**src/rtl/reg_file_8x16.sv**
```systemverilog
// Parameterised register file with one shared address port and a registered read.
// Define REGFILE8X16_RDVALID_EN to add the RdValid strobe output.
module reg_file_8x16 #(
  parameter int WIDTH  = 16,
  parameter int DEPTH  = 8,
  parameter int ADDR_W = 4
) (
  input  logic              CLK,
  input  logic              RST,
  input  logic [WIDTH-1:0]  WrData,
  input  logic [ADDR_W-1:0] Address,
  input  logic              WrEn,
  input  logic              RdEn,
`ifdef REGFILE8X16_RDVALID_EN
  output logic              RdValid,
`endif
  output logic [WIDTH-1:0]  RdData
);

  localparam int IDX_W = (DEPTH > 1) ? $clog2(DEPTH) : 1;
  localparam logic [ADDR_W:0] DEPTH_VAL = DEPTH[ADDR_W:0];

  logic [WIDTH-1:0] regs [DEPTH];
  logic [IDX_W-1:0] regIdx;
  logic             inRange;
  logic             doWrite;
  logic             doRead;

  // Simultaneous read and write requests cancel each other out.
  always_comb begin
    regIdx  = Address[IDX_W-1:0];
    inRange = ({1'b0, Address} < DEPTH_VAL);
    doWrite = WrEn && !RdEn && inRange;
    doRead  = RdEn && !WrEn;
  end

  always_ff @(posedge CLK or negedge RST) begin
    if (!RST) begin
      for (int i = 0; i < DEPTH; i++) begin
        regs[i] <= '0;
      end
    end else if (doWrite) begin
      regs[regIdx] <= WrData;
    end
  end

  // Out-of-range reads are still accepted; they return zero.
  always_ff @(posedge CLK or negedge RST) begin
    if (!RST) begin
      RdData <= '0;
    end else if (doRead) begin
      RdData <= inRange ? regs[regIdx] : '0;
    end
  end

`ifdef REGFILE8X16_RDVALID_EN
  always_ff @(posedge CLK or negedge RST) begin
    if (!RST) begin
      RdValid <= 1'b0;
    end else begin
      RdValid <= doRead;
    end
  end
`endif

endmodule

```
**config.mk**
```make
export PLATFORM = sky130hd
export DESIGN_NAME = reg_file_8x16
export DESIGN_NICKNAME = d
export VERILOG_FILES = /design/src/rtl/reg_file_8x16.sv
export SDC_FILE = /design/constraint.sdc
export NUM_CORES = 1
export LEC_CHECK = 0
export CORE_ASPECT_RATIO = 0.9
export CORE_MARGIN = 3
export CORE_UTILIZATION = 38
export DETAILED_ROUTE_END_ITERATION = 12
export GPL_TIMING_DRIVEN = 0
export PLACE_DENSITY = 0.57
export SYNTH_ARGS = -nofsm -noshare
export SYNTH_HDL_FRONTEND = slang
export SYNTH_SLANG_ARGS = --single-unit
```
**constraint.sdc**
```tcl
create_clock -name CLK -period 1.4 [get_ports CLK]
set_input_delay 0.28 -clock CLK [delete_from_list [all_inputs] [get_ports CLK]]
set_output_delay 0.28 -clock CLK [all_outputs]
set_load 0.03 [all_outputs]
```
==> metrics.cfg <==
[logic_synthesis]
synth_area_leaders=dfrtp_1 56%, mux2_2 24%, mux2i_1 6.6%, o22ai_1 1.4%, o21ai_0 1.3%
yosysMostFrequentCell=dfrtp_1
syn_area_per_cell_sq_um=13.86
yosysTopAreaCell=dfrtp_1
syn_nets=485
synth_seq_area_share_pct=56.40
synth_edf_count=0
synthTopCellsByCount=144 x dfrtp_1, 135 x mux2_2, 42 x mux2i_1
ys_warn_count=0
ys_seq_elements=144
ys.flop_type=dfrtp_1
netlist_area_sq_mm=0.006389
yosysUniqueCellTypes=30
async_flop_share_pct=100.0
syn_inst=461
synth_top_area_share_pct=56.40

[detailed_routing]
vias=4118
wl_met1_microns=7506
highest_layer=met4
drc=0
vias_per_cell=5.498
wl_met3_microns=772
drt_iter0_drc=236
wl_per_cell_microns=21.91
detail-route-antenna-nets=0
dr.pass1.iters=5
wirelength_microns=16410
wl_met2_microns=7854

[placed_design]
portBuffers=37
gp_congestion=0.7569
hpwl_microns=10480
dp_slack_ps=-1295
dpl.cell_count=706
placed_cell_area_sq_mm=0.007158

[clocking]
numCtsBuffers=17
clk_path_buf_depth=2
path_clk_slew_ps=60
clock_latency_ps=420
cts_sinks=144
cts.htree.levels=4
cts_tree=yes
cts-root-buf=clkbuf_16

[pwr]
ir_worst_vdd_mv=0.7249
seqPwrFrac_pct=45.4
switchingPower_mw=3.006
p_int_mw=8.708
p_comb_share_pct=15.9
power.density_mw_per_mm2=1469
leakagePower_nw=3.720
p_total_mw=11.71
sw_frac_of_total_pct=25.67
power_frac_clock_pct=38.6

[finish]
num-nets-final=553
drive_above_1_share_pct=45.39
final_cells=749
postLayoutCellArea_sq_mm=0.007975
area_delta_synth_final_pct=24.83
nFillCells=1408
diodes=0

[worst_hold_path]
hold_path.class=input pin to flip-flop
min_from=Address[0]
hold_depth=4
hold_path_end=RdData[10]

[setup_path]
crit_path_top_delay_cell=dlygate4sd2_1
arrival_ps=1650
cp.required_ps=1700
crit_path_start_kind=input pin
path_buf_inv=3
max_stage_delay_ps=310
reg2reg_from=regs[7]
r2r.worst_path.cells=4
critical_path_class=input pin to flip-flop
path_cells=dlygate4sd2_1, nor4b_4, buf_4, nand2_4, buf_6, mux2_2
reg2reg_to=RdData[7]
critPathTopFamily=buffers and inverters
critPathMaxFanout=10
end_kind=flip-flop
r2r_slack_ps=180

[status]
status=finished clean

[sta]
grt_setup_unrepaired=no
min_period_over_period_pct=96.48
slew_headroom_pct=59.47
final-hold-violation-count=0
setup_viol=0
min_period_ps=1351
tightestPinTransition_ps=608.0
setup_slack_ps=49.26
finClkSkew_ps=9.290
drv_slew=0
fmax_ghz=0.7403
setup_tns_ps=0

[die]
core_sq_mm=0.01630
num_io_pins=40
start_util_pct=39.20
dieWidth_microns=142.7
die_h_microns=129.0
dieArea_sq_mm=0.01841
rows=44

[global_route]
grt_overflow=0
grt_pass1_vias=4378
grt_pass1_wl_microns=25580
track_usage_pct=18.77
grt_max_degree=74
antenna_found_initial=0

[run]
max_cap_viol_count=0

## worst reg2reg max path, stage by stage, from the launching register on
cell	delay (ps)
dfrtp_1	390
mux2i_1	140
nor2_1	70
a2111oi_2	360
o21ai_0	130
## final cells by class
class	instances	area (sq um)	share of cell area, %
Timing Repair Buffer	51	451.7	5.664
Buffer	23	255.2	3.201
Clock buffer	20	466.7	5.852
Tap cell	207	259.0	3.248
Clock inverter	12	133.9	1.679
Inverter	1	11.26	0.1412
Sequential cell	144	3603	45.18
Multi-Input combinational cell	291	2794	35.03
## worst max-delay path by stage
stage / end / cells after the start / from
3_3_place_gp: regs[68] / 1 / RST
2_1_floorplan: regs[10] / 6 / Address[0]
4_1_cts: RdData[12] / 1 / RdData[12]
6_report: regs[46] / 6 / WrEn
3_5_place_dp: RdData[7] / 6 / Address[2]
5_1_grt: RdData[14] / 1 / RdData[14]
## placed cells by master (no fill, tap or decap), drive strengths merged
cell	instances
a2111oi	1
a211o	3
a211oi	6
a21oi	15
a221oi	1
a22o	6
a22oi	7
a311oi	5
a31oi	6
buf	37
bufinv	2
clkbuf	34
clkdlybuf4s15	5
clkdlybuf4s50	16
clkinv	4
clkinvlp	5
dfrtp	144
dlygate4sd2	1
dlygate4sd3	1
inv	2
mux2	135
mux2i	42
nand2	15
nand2b	3
nand3	2
nor2	6
nor2b	3
nor3	2
nor4b	2
o21ai	16
o22ai	14
or3b	1
## through the flow
stage,hold slack [ps],util [%]
after floorplan,-15.59,-
after global placement,465.9,43.75
after detailed placement,346.2,43.93
after CTS,365.0,49.24
after global routing,371.0,48.94
final,370.0,48.94
## metal layers
layer  up-vias  GRT usage, %
met5         -             0
met4         0         5.254
met3        17         4.170
met2        84         30.11
met1      2156         25.88
li1       1861             -
## logic make-up after synthesis
family	synth area share, %
mux	30.38
simple gates	3.251
buf+inv	1.860
compound gates	8.108
flops	56.40
## power by group through the flow
| stage | logic (mW) | registers (mW) | clock network (mW) |
|---|---|---|---|
| 4_1_cts | 1.91 | 5.32 | 4.62 |
| 5_1_grt | 2.04 | 5.41 | 4.82 |
| 3_3_place_gp | 1.80 | 5.35 | 0 |
| 3_5_place_dp | 1.87 | 5.39 | 0 |
| 6_report | 1.87 | 5.32 | 4.52 |
| 2_1_floorplan | 1.16 | 5.41 | 0 |
## flip-flops by register name, indices dropped and copies added (netlist names)
register,count
RdData,16
regs,128
## what timing repair did
item	CTS	global route
hold buffers	1	0
pin swaps	5	1
hold endpoints to repair	72	0
setup endpoints to repair	160	54
buffers inserted	11	0
resized for setup	98	32
cloned	1	0
Note: power is estimated with default switching activity, not from simulation.
